### config.mk
export PLATFORM = sky130hd
export DESIGN_NAME = sobel_stream_filter
export DESIGN_NICKNAME = d
export VERILOG_FILES = /design/src/rtl/sobel_stream_filter.sv
export SDC_FILE = /design/constraint.sdc
export NUM_CORES = 1
export LEC_CHECK = 0
export CAP_MARGIN = 10
export CORE_MARGIN = 2
export CORE_UTILIZATION = 35
export CTS_CLUSTER_SIZE = 14
export DETAILED_ROUTE_END_ITERATION = 8
export GPL_TIMING_DRIVEN = 0
export HOLD_SLACK_MARGIN = 0.15
export PLACE_DENSITY_LB_ADDON = 0.2
export SKIP_LAST_GASP = 1
export SLEW_MARGIN = 10
export SYNTH_ARGS = -nofsm -noshare
export SYNTH_HDL_FRONTEND = slang
export SYNTH_SLANG_ARGS = --single-unit
### constraint.sdc
create_clock -name clk_i -period 6.6 [get_ports clk_i]
set_input_delay 1.98 -clock clk_i [delete_from_list [all_inputs] [get_ports clk_i]]
set_output_delay 1.98 -clock clk_i [all_outputs]
set_load 0.03 [all_outputs]
### src/rtl/sobel_stream_filter.sv
// Streaming 3x3 Sobel edge filter: raster pixels in, one edge magnitude per interior window out.
// Three registered stages: window capture, gradients, magnitude/saturation/threshold.
module sobel_stream_filter #(
  parameter int unsigned PIXEL_WIDTH = 8,
  parameter int unsigned IMG_WIDTH   = 32
) (
  input  logic                   clk_i,
  input  logic                   nreset_i,
  input  logic                   in_valid_i,
  input  logic                   sof_i,
  input  logic [PIXEL_WIDTH-1:0] pixel_i,
  input  logic [1:0]             mode_i,
  input  logic                   thr_en_i,
  input  logic [PIXEL_WIDTH-1:0] thr_i,
  output logic                   out_valid_o,
  output logic [PIXEL_WIDTH-1:0] pixel_o
);

  localparam int unsigned GW = PIXEL_WIDTH + 3;
  localparam int unsigned AW = PIXEL_WIDTH + 2;
  localparam int unsigned CW = (IMG_WIDTH > 1) ? $clog2(IMG_WIDTH) : 1;
  localparam logic [CW-1:0]          COL_LAST = CW'(IMG_WIDTH - 1);
  localparam logic [PIXEL_WIDTH-1:0] PIX_MAX  = '1;

  logic [CW-1:0] col_q, cur_col_c, col_nxt_c;
  logic [1:0]    row_q, cur_row_c, row_nxt_c;
  logic          win_valid_c;

  logic [PIXEL_WIDTH-1:0] lb1 [IMG_WIDTH];
  logic [PIXEL_WIDTH-1:0] lb2 [IMG_WIDTH];
  logic [PIXEL_WIDTH-1:0] win [9];

  logic                   v0, v1;
  logic [1:0]             mode0, mode1;
  logic                   te0, te1;
  logic [PIXEL_WIDTH-1:0] thr0, thr1;
  logic signed [GW-1:0]   gx_c, gy_c, gx1, gy1;

  logic [AW-1:0]          ax_c, ay_c;
  logic [GW-1:0]          mag_c;
  logic [PIXEL_WIDTH-1:0] sat_c, res_c;

  function automatic logic signed [GW-1:0] ext(input logic [PIXEL_WIDTH-1:0] p);
    return signed'(GW'(p));
  endfunction

  function automatic logic [AW-1:0] abs_f(input logic signed [GW-1:0] v);
    logic signed [GW-1:0] n;
    n = -v;
    return v[GW-1] ? AW'(n) : AW'(v);
  endfunction

  // Coordinates of the pixel being accepted; sof forces (0,0). Row saturates at 2.
  always_comb begin
    cur_col_c = sof_i ? '0 : col_q;
    cur_row_c = sof_i ? '0 : row_q;
    col_nxt_c = cur_col_c + CW'(1);
    row_nxt_c = cur_row_c;
    if (cur_col_c == COL_LAST) begin
      col_nxt_c = '0;
      row_nxt_c = (cur_row_c == 2'd2) ? 2'd2 : cur_row_c + 2'd1;
    end
    win_valid_c = (cur_row_c == 2'd2) && (cur_col_c >= CW'(2));
  end

  always_ff @(posedge clk_i or negedge nreset_i) begin
    if (!nreset_i) begin
      col_q <= '0;
      row_q <= '0;
    end else if (in_valid_i) begin
      col_q <= col_nxt_c;
      row_q <= row_nxt_c;
    end
  end

  // Line buffers and window carry no reset; output gating hides stale data.
  always_ff @(posedge clk_i) begin
    if (in_valid_i) begin
      lb1[0] <= pixel_i;
      lb2[0] <= lb1[IMG_WIDTH-1];
      for (int i = 1; i < int'(IMG_WIDTH); i++) begin
        lb1[i] <= lb1[i-1];
        lb2[i] <= lb2[i-1];
      end
      win[0] <= win[1];
      win[1] <= win[2];
      win[2] <= lb2[IMG_WIDTH-1];
      win[3] <= win[4];
      win[4] <= win[5];
      win[5] <= lb1[IMG_WIDTH-1];
      win[6] <= win[7];
      win[7] <= win[8];
      win[8] <= pixel_i;
    end
  end

  always_comb begin
    gx_c = (ext(win[2]) - ext(win[0])) + ((ext(win[5]) - ext(win[3])) <<< 1)
         + (ext(win[8]) - ext(win[6]));
    gy_c = (ext(win[6]) - ext(win[0])) + ((ext(win[7]) - ext(win[1])) <<< 1)
         + (ext(win[8]) - ext(win[2]));
  end

  always_ff @(posedge clk_i or negedge nreset_i) begin
    if (!nreset_i) begin
      v0    <= 1'b0;
      mode0 <= '0;
      te0   <= 1'b0;
      thr0  <= '0;
      v1    <= 1'b0;
      mode1 <= '0;
      te1   <= 1'b0;
      thr1  <= '0;
      gx1   <= '0;
      gy1   <= '0;
    end else begin
      v0 <= in_valid_i && win_valid_c;
      if (in_valid_i) begin
        mode0 <= mode_i;
        te0   <= thr_en_i;
        thr0  <= thr_i;
      end
      v1    <= v0;
      mode1 <= mode0;
      te1   <= te0;
      thr1  <= thr0;
      gx1   <= gx_c;
      gy1   <= gy_c;
    end
  end

  // Magnitude select, saturation and optional binarisation.
  always_comb begin
    ax_c = abs_f(gx1);
    ay_c = abs_f(gy1);
    case (mode1)
      2'b00:   mag_c = GW'(ax_c) + GW'(ay_c);
      2'b01:   mag_c = (ax_c >= ay_c) ? GW'(ax_c) : GW'(ay_c);
      2'b10:   mag_c = GW'(ax_c);
      default: mag_c = GW'(ay_c);
    endcase
    sat_c = (mag_c > GW'(PIX_MAX)) ? PIX_MAX : PIXEL_WIDTH'(mag_c);
    res_c = sat_c;
    if (te1) res_c = (sat_c >= thr1) ? PIX_MAX : '0;
  end

  always_ff @(posedge clk_i or negedge nreset_i) begin
    if (!nreset_i) begin
      out_valid_o <= 1'b0;
      pixel_o     <= '0;
    end else begin
      out_valid_o <= v1;
      if (v1) pixel_o <= res_c;
    end
  end

endmodule

Yosys cells after proc, flatten, opt, wreduce, memory -nomap -nowiden
Memory sizes are Yosys's and may differ from the RTL's.
Index checks and enable logic that the tools add are counted.
{"block": "op_classes", "n_addsub": 15, "multipliers": 0, "n_div": 0, "n_lt_le_gt_ge": 4, "n_eq_ne": 4, "n_shift": 0, "muxes": 14, "n_bitwise": 0, "reduce_logical": 3}
{"cell": "$sub A8 B8 Y9", "n": 6}
{"cell": "$pmux W11 S3", "n": 1}
{"cell": "$mux W10", "n": 3}
{"cell": "$mux W8", "n": 3}
{"cell": "$add A11 B9 Y11", "n": 2}
{"cell": "$add A9 B10 Y11", "n": 2}
{"cell": "$neg A10 Y10", "n": 2}
{"cell": "$add A10 B10 Y11", "n": 1}
{"cell": "$gt A11 B8 Y1 const B", "n": 1}
{"cell": "$ge A10 B10 Y1", "n": 1}
{"cell": "$mux W5", "n": 2}
{"cell": "$ge A8 B8 Y1", "n": 1}
{"cell": "$mux W2", "n": 3}
{"cell": "$add A5 B1 Y5 const B", "n": 1}
{"cell": "$eq A5 B5 Y1 const B", "n": 1}
{"cell": "$ge A5 B2 Y1 const B", "n": 1}
{"cell": "$eq A2 B2 Y1 const B", "n": 2}
{"cell": "$add A2 B1 Y2 const B", "n": 1}
{"cell": "$eq A2 B1 Y1 const B", "n": 1}
{"cell": "$logic_and A1 B1 Y1", "n": 2}
{"cell": "$logic_not A2 Y1", "n": 1}
{"cell": "$mux W1", "n": 2}
{"block": "word_totals", "reg_bits": 62, "latch_bits": 0, "ramBits": 584, "rom_bits": 0, "inputBits": 23, "output_inout_bits": 9, "elab_cells": 57, "memories": 3}
{"memory": "lb1", "depth": 32, "width": 8, "rd": 32, "rd_clocked_by_memory_dff": 0, "wr": 32, "line_no": "29", "text": "logic [PIXEL_WIDTH-1:0] lb1 [IMG_WIDTH];"}
{"memory": "lb2", "depth": 32, "width": 8, "rd": 32, "rd_clocked_by_memory_dff": 0, "wr": 32, "line_no": "30", "text": "logic [PIXEL_WIDTH-1:0] lb2 [IMG_WIDTH];"}
{"memory": "win", "depth": 9, "width": 8, "rd": 9, "rd_clocked_by_memory_dff": 0, "wr": 9, "line_no": "31", "text": "logic [PIXEL_WIDTH-1:0] win [9];"}

Depth between registers and ports, before layout
Gate-level depths: netlist of run 1.
{"block": "logic_depth", "depth_word": 10, "mapped_depth": 24, "ltp_nobuf": 22}

Worst setup path before layout of run 1
Ideal clock, no wire load.
{"block": "synth_path", "path_type": "reg-to-reg", "startpoint": "reg gy1[4]", "endpoint": "reg pixel_o[0]", "setup_ns": 0.150, "arrival_time_ns": 5.183, "required_time_ns": 6.450, "slack_ns": 1.266, "stages_incl_launch_ff": 23, "n_path_buf": 2, "period_less_slack_ns": 5.334, "cell_sequence": "dfrtp_1 or4_1 o21ai_0 xor2_1 inv_1 ha_1 nand2b_1 a221oi_1 a211oi_1 nor2_1 a211o_1 a311oi_4 buf_6 and2_1 ha_1 nand2b_1 a21o_1 a21o_1 a211o_1 a31oi_1 and2_1 buf_1 a311oi_1"}
{"block": "synth_via", "elab_chain_cells": 10, "elab_cells_between_ends": 11, "cone_classes": "add/sub: 2; order compare: 3; mux: 6"}
{"item": "start: declaration", "line_no": "37", "text": "logic signed [GW-1:0] gx_c, gy_c, gx1, gy1;"}
{"item": "start signal: assignment", "line_no": "128", "text": "gy1 <= gy_c;"}
{"item": "$neg A10 Y10", "line_no": "49", "text": "n = -v;"}
{"item": "$mux W10 (*)", "line_no": "50", "text": "return v[GW-1] ? AW'(n) : AW'(v);"}
{"item": "$ge A10 B10 Y1", "line_no": "138", "text": "2'b01: mag_c = (ax_c >= ay_c) ? GW'(ax_c) : GW'(ay_c);"}
{"item": "$mux W10", "line_no": "138"}
{"item": "$pmux W11 S3 (*)", "line_no": "136", "text": "case (mode1)"}
{"item": "$gt A11 B8 Y1", "line_no": "142", "text": "sat_c = (mag_c > GW'(PIX_MAX)) ? PIX_MAX : PIXEL_WIDTH'(mag_c);"}
{"item": "$mux W8 (*)", "line_no": "142"}
{"item": "$ge A8 B8 Y1", "line_no": "144", "text": "if (te1) res_c = (sat_c >= thr1) ? PIX_MAX : '0;"}
{"item": "$mux W8", "line_no": "144"}
{"item": "$mux W8 (*)", "line_no": "144"}
{"item": "end signal: assignment", "line_no": "153", "text": "if (v1) pixel_o <= res_c;"}
{"item": "end: declaration", "line_no": "16", "text": "output logic [PIXEL_WIDTH-1:0] pixel_o"}
Mark *: on every way between the ends. The rest lies on a longest branch, timed or not.
A chain may end at the register's enable or synchronous reset.

Final worst setup path of run 1
{"block": "layout_path", "startpoint": "reg gy1[4]", "endpoint": "reg pixel_o[7]"}
Same word-level chain as after synthesis.

==> results of run 1 <==
## per-stage QoR
| step | hold WS (ps) | power [mW] | setup TNS [ps] | worst slack (ps) |
|---|---|---|---|---|
| after CTS | 365 | 10.8 | 0 | 130 |
| after global routing | 365 | 11.4 | -8.10 | -4.79 |
| after global placement | 339 | 7.55 | -7411590 | -14090 |
| after floorplan | 331 | 6.71 | 0 | 1270 |
| final | 358 | 10.7 | 0 | 504 |
| after detailed placement | 352 | 7.45 | 0 | 158 |
## worst register-to-register path: stages (launching register included)
cell,delay (ps)
dfrtp_1,410
or4_1,580
o21ai_0,320
xor2_2,280
inv_1,80
ha_1,360
nand2b_1,190
a221oi_1,480
a21oi_1,150
o21ai_0,220
o32ai_1,140
a311oi_4,470
buf_6,210
and2_1,130
ha_1,220
nand2b_1,140
a21o_1,170
a21o_1,170
a211o_1,310
a31oi_2,340
and2_1,190
buf_1,280
a311oi_1,110
## flip-flops by register name, summed over array words and instances, names as in the netlist, 2 cells and up
signal / count
col_q: 5
gx1: 11
gy1: 11
lb1: 256
lb2: 234
mode0: 2
mode1: 2
pixel_o: 8
row_q: 2
thr0: 8
thr1: 8
win: 46
## area by class of cell
type / count / area share
plain buffers: 10 / 0.00173
clock buffers: 81 / 0.0602
clock inverters: 29 / 0.0118
inverters: 114 / 0.0164
multi-input cells: 527 / 0.174
flip-flops and latches: 598 / 0.677
well taps: 855 / 0.0411
repair buffers: 38 / 0.0170
## cells in the mapped netlist, types with 3 or more instances
cell type and count:
o221ai_1 6, nand2b_1 14, o31ai_1 5, nor2_1 31, ha_1 102, o21ai_0 31, nand2_1 28, fa_1 27
mux2i_1 4, mux2_2 14, nor2b_1 9, dfrtp_1 62, xor2_1 28, buf_1 4, a21o_1 26, edfxtp_1 536
inv_1 114, xnor2_1 44, or3_1 3, or4_1 3, a211o_1 3, clkbuf_1 5, nor3_1 8, a311oi_1 8
and2_1 4, a211oi_1 4, a21oi_1 60, o21bai_1 18, o211ai_1 4, a22oi_1 3, nor4_1 5, o41ai_1 3
## power by group
| group | total [mW] | switching (mW) | internal (mW) |
|---|---|---|---|
| clock | 3.25 | 1.38 | 1.87 |
| combinational | 2.83 | 1.64 | 1.19 |
| sequential | 4.59 | 0.144 | 4.45 |
| total | 10.7 | 3.17 | 7.50 |
## per-layer routing
layer | track usage | routed length, um | share of wire | vias to the layer above
met5 | 0 | 0 | 0 | -
met4 | 0.0437 | 1110 | 0.032 | 0
met3 | 0.0202 | 1110 | 0.032 | 76
met2 | 0.153 | 14800 | 0.43 | 132
met1 | 0.154 | 17600 | 0.51 | 4986
li1 | - | - | - | 4875
## repair_timing
item | 4_1_cts | 5_1_grt
setup buffers | 0 | 4
setup endpoints to repair | 0 | 8
hold buffers | 0 | 0
resized for setup | 0 | 3
## logic make-up (layout without fill, tap and decap cells)
| logic type | count (synthesis) | in the layout | share of synthesized area |
|---|---|---|---|
| buffers and inverters | 124 | 272 | 0.0209 |
| DFF | 598 | 598 | 0.779 |
| AOI/OAI and AO/OA | 191 | 191 | 0.0567 |
| adders and majority gates | 129 | 129 | 0.0802 |
| xor gates and xnor gates | 72 | 72 | 0.0278 |
| and+or+nand+nor | 117 | 117 | 0.0263 |
| muxes | 18 | 18 | 0.00873 |
## final timing paths
| path | from | to | cells past startpoint |
|---|---|---|---|
| hold / removal | v0 | v1 | 0 |
| max in group asynchronous | nreset_i | gy1[2] | 1 |
| setup / recovery | gy1[4] | pixel_o[7] | 22 |
| hold reg to reg | v0 | v1 | 0 |
| min in group asynchronous | nreset_i | thr1[3] | 1 |
| setup reg to reg | gy1[4] | pixel_o[7] | 22 |
==> flow_metrics.py, run 1 <==
metrics = {
    "place": {
        "placed_cells": 2138,
        "place_area_mm2": 0.0241,
        "gp_congestion": 0.783,
        "port_buffers": 30,
        "hpwl_mm": 20.9,
    },
    "die": {
        "rows": 93,
        "coreArea_mm2": 0.0642,
        "die_w_um": 258,
        "dieHeight_um": 258,
        "dieArea_mm2": 0.0667,
        "initial_core_util": 0.353,
        "ioPinCount": 32,
    },
    "global_routing": {
        "grt-ovfl-total": 0,
        "antenna_found_initial": 0,
        "grt_pass1_vias": 10300,
        "grt_max_degree": 124,
        "grt_usage": 0.105,
        "grt_pass1_wl_mm": 55.8,
    },
    "final_layout": {
        "layout-drive-gt1-share": 0.0795,
        "seq_area_mm2": 0.0176,
        "final_cells": 2252,
        "area_growth_pct": 15.1,
        "nets": 1500,
        "fillerInstances": 5808,
        "multi_input_comb_area_mm2": 0.00454,
        "antenna_cells": 0,
        "final_cell_mix": "536 x edfxtp_1, 114 x inv_1, 102 x ha_1",
        "fin_util": 0.406,
        "final_cell_area_mm2": 0.0261,
        "final_common_cell": "edfxtp_1",
    },
    "routing": {
        "drt_iter0_drc": 738,
        "first_pass_iters": 4,
        "num_vias": 10100,
        "vias_per_cell": 4.47,
        "drc_errors": 0,
        "ant_nets": 0,
        "wl_per_cell_um": 15.3,
        "wirelength_mm": 34.5,
    },
    "clock_tree": {
        "clockBufferDepth": 3,
        "cts_sinks": 598,
        "cts_tree": "done",
        "h-tree-depth": 2,
        "clk_latency_ps": 620,
        "root_buffer": "clkbuf_16",
        "cts_buffers": 59,
        "clkSlewWorstSetupHoldPaths_ps": 60,
    },
    "critical_path": {
        "cp.required_ps": 7040,
        "end_kind": "register",
        "path_max_fanout": 10,
        "path_delay_family": "compound AO/OA/AOI/OAI gates",
        "slowest_stage": "or4_1",
        "worstPathArrival_ps": 6540,
        "path_buf_inv": 3,
        "path_cells": "or4_1 > o21ai_0 > xor2_2 > inv_1 > ha_1 > nand2b_1 > a221oi_1 > a21oi_1 > o21ai_0 > o32ai_1 > a311oi_4 > buf_6 > and2_1 > ha_1 > nand2b_1 > a21o_1 > a21o_1 > a211o_1 > a31oi_2 > and2_1 > buf_1 > a311oi_1",
        "r2r_slack_ps": 500,
        "max_stage_delay_ps": 580,
        "start_kind": "register",
        "path_class": "reg2reg",
    },
    "power": {
        "cellLeakagePower_nw": 9.67,
        "peakVddDrop_mv": 0.205,
        "cellPowerDensity_mw_per_mm2": 410,
    },
    "logic_synthesis": {
        "synth_edf_count": 536,
        "syn_avg_cell_area_um2": 18.1,
        "async_flop_share": 0.104,
        "synth_seq_area_share": 0.779,
        "post_synth_instance_area_mm2": 0.0226,
        "yosysUniqueCellTypes": 59,
        "syn-num-nets": 1401,
        "synth_warnings": 0,
        "syn_inst": 1249,
        "yosysTopAreaCell": "edfxtp_1",
        "synthTopCellsByArea": "edfxtp_1 71%, dfrtp_1 6.9%, ha_1 5.6%",
        "ys_ff_latch": 598,
        "synth_top_area_frac": 0.711,
        "synthFlopType": "edfxtp_1",
    },
    "status": {
        "status": "completed",
    },
    "timing": {
        "worstMarginPinSlew_ps": 771,
        "skew_ps": 22.6,
        "drv_slew": 0,
        "finalHoldViolations": 0,
        "fin_crit_ps": 6100,
        "min_period_over_period": 0.924,
        "fmax_ghz": 0.164,
        "setup_violations": 0,
        "timing.slew.headroom": 0.486,
    },
    "hold_path": {
        "hold_class": "reg2reg",
    },
    "flow_run": {
        "drv_cap": 0,
    },
}
Note: power is estimated with default switching activity, not from simulation.
==> run 2, diff against run 1 <==
- CAP_MARGIN: 10 -> 40
- CORE_UTILIZATION: 35 -> 55
- CTS_CLUSTER_SIZE: 14 -> not set
==> flow_metrics.py, run 2 (synthesis results as in run 1) <==
metrics = {
    "clock_tree": {
        "cts_tree": "done",
        "clockBufferDepth": 3,
        "h-tree-depth": 2,
        "ctsHoldBuffers": 0,
        "clk_latency_ps": 610,
        "clkSlewWorstSetupHoldPaths_ps": 60,
        "root_buffer": "clkbuf_16",
        "cts_sinks": 598,
        "cts_buffers": 57,
    },
    "die": {
        "ioPinCount": 32,
        "die_w_um": 207,
        "dieHeight_um": 207,
        "coreArea_mm2": 0.0407,
        "dieArea_mm2": 0.0428,
        "initial_core_util": 0.556,
        "rows": 74,
    },
    "timing": {
        "skew_ps": 24.8,
        "rsz0062_at_grt": "false",
        "min_period_over_period": 0.930,
        "fmax_ghz": 0.163,
        "setup_violations": 0,
        "finalHoldViolations": 0,
        "fin_crit_ps": 6140,
        "timing.slew.headroom": 0.466,
        "worstMarginPinSlew_ps": 801,
        "drv_slew": 0,
    },
    "final_layout": {
        "final_common_cell": "edfxtp_1",
        "reg.largest.list": "lb1 x256, lb2 x234, win x46",
        "fin_util": 0.627,
        "final_cell_area_mm2": 0.0255,
        "largest_register": "lb1",
        "layout-drive-gt1-share": 0.0791,
        "final_cell_mix": "536 x edfxtp_1, 114 x inv_1, 102 x ha_1",
        "largest_reg_flops": 256,
        "antenna_cells": 0,
        "nets": 1498,
        "area_growth_pct": 12.8,
    },
    "routing": {
        "vias_per_cell": 5.23,
        "num_vias": 10100,
        "drt_iter0_drc": 849,
        "wl_per_cell_um": 17.2,
        "first_pass_iters": 5,
        "ant_nets": 0,
        "wirelength_mm": 33.1,
        "drc_errors": 0,
    },
    "critical_path": {
        "worstRegToRegCells": 21,
        "path_max_fanout": 9,
        "path_class": "reg2reg",
        "start_kind": "register",
        "cp.required_ps": 7050,
        "r2r-end": "pixel_o[1]",
        "end_kind": "register",
        "r2r_slack_ps": 460,
        "worstPathArrival_ps": 6590,
        "r2r-start": "gy1[4]",
    },
    "global_routing": {
        "antenna_found_initial": 0,
        "grt_pass1_vias": 10200,
        "grt_usage": 0.161,
        "grt_pass1_wl_mm": 53.1,
        "grt_max_degree": 130,
        "grt-ovfl-total": 0,
    },
    "hold_path": {
        "whs_path_depth": 0,
        "hold_class": "reg2reg",
        "hold_start": "v0",
        "worstHoldEndpoint": "v1",
    },
    "power": {
        "cellPowerDensity_mw_per_mm2": 409,
        "power_mw": 10.4,
        "peakVddDrop_mv": 0.245,
        "cellLeakagePower_nw": 9.63,
    },
    "place": {
        "place_area_mm2": 0.0238,
        "hpwl_mm": 20.3,
        "gp_congestion": 0.805,
        "port_buffers": 30,
    },
    "flow_run": {
        "drv_cap": 0,
    },
    "status": {
        "status": "completed",
    },
}
## run 2: timing repair
item | in CTS | in global routing
resized for setup | 0 | 1
setup endpoints to repair | 2 | 8
setup buffers | 3 | 0
pin swaps | 1 | 0
cloned | 0 | 0
## run 2: worst max path at each step
stage / start / end / cells after the start
6_report: gy1[4] / pixel_o[1] / 21
2_1_floorplan: gy1[4] / pixel_o[0] / 22
3_5_place_dp: gy1[4] / pixel_o[0] / 20
3_3_place_gp: in_valid_i / thr0[7] / 2
5_1_grt: gy1[4] / pixel_o[1] / 21
4_1_cts: gy1[4] / pixel_o[1] / 21
## run 2: through the flow
stage	cells	setup WS, ps	hold WS, ps	TNS (ps)
after floorplan	1249	1270	331	0
after global placement	1811	-13880	335	-7208860
after detailed placement	1816	10.5	341	0
after CTS	1923	221	355	0
after global routing	1923	79.0	367	0
final	1923	464	350	0
## run 2: power breakdown
part	total, mW	switching [mW]	internal [mW]
Clock	3.06	1.33	1.73
Combinational	2.79	1.62	1.17
Sequential	4.59	0.142	4.45
Total	10.4	3.09	7.35
## run 2: layout make-up
cell class                 instances  area [um^2]
timing repair buffer              38          463
tap                              532          666
multi-input combinational        527         4530
buffer                            10         45.0
clock inverter                    34          267
inverter                         114          428
clock buffer                      70         1500
sequential                       598        17600
fill                            2897        15200
## run 2: worst max-delay path: stages (launching register included)
cell	delay, ps
dfrtp_1	410
or4_1	590
o21ai_0	230
xor2_1	410
inv_1	100
ha_1	370
nand2b_1	190
a221oi_1	430
a211oi_1	160
o21ai_0	350
nand2_1	180
o221ai_1	430
and2_1	200
ha_1	210
nand2b_1	140
a21o_1	170
a21o_1	170
a211o_1	300
a31oi_2	360
and2_1	190
buf_1	290
a311oi_1	100
## run 2: layer usage
| layer | wire length [um] | vias up | GRT usage | part of all wire |
|---|---|---|---|---|
| met5 | 0 | - | 0 | 0 |
| met3 | 1170 | 50 | 0.0311 | 0.035 |
| met2 | 14800 | 153 | 0.242 | 0.45 |
| met1 | 16500 | 4985 | 0.239 | 0.50 |
| li1 | - | 4875 | - | - |
| met4 | 673 | 0 | 0.0555 | 0.020 |
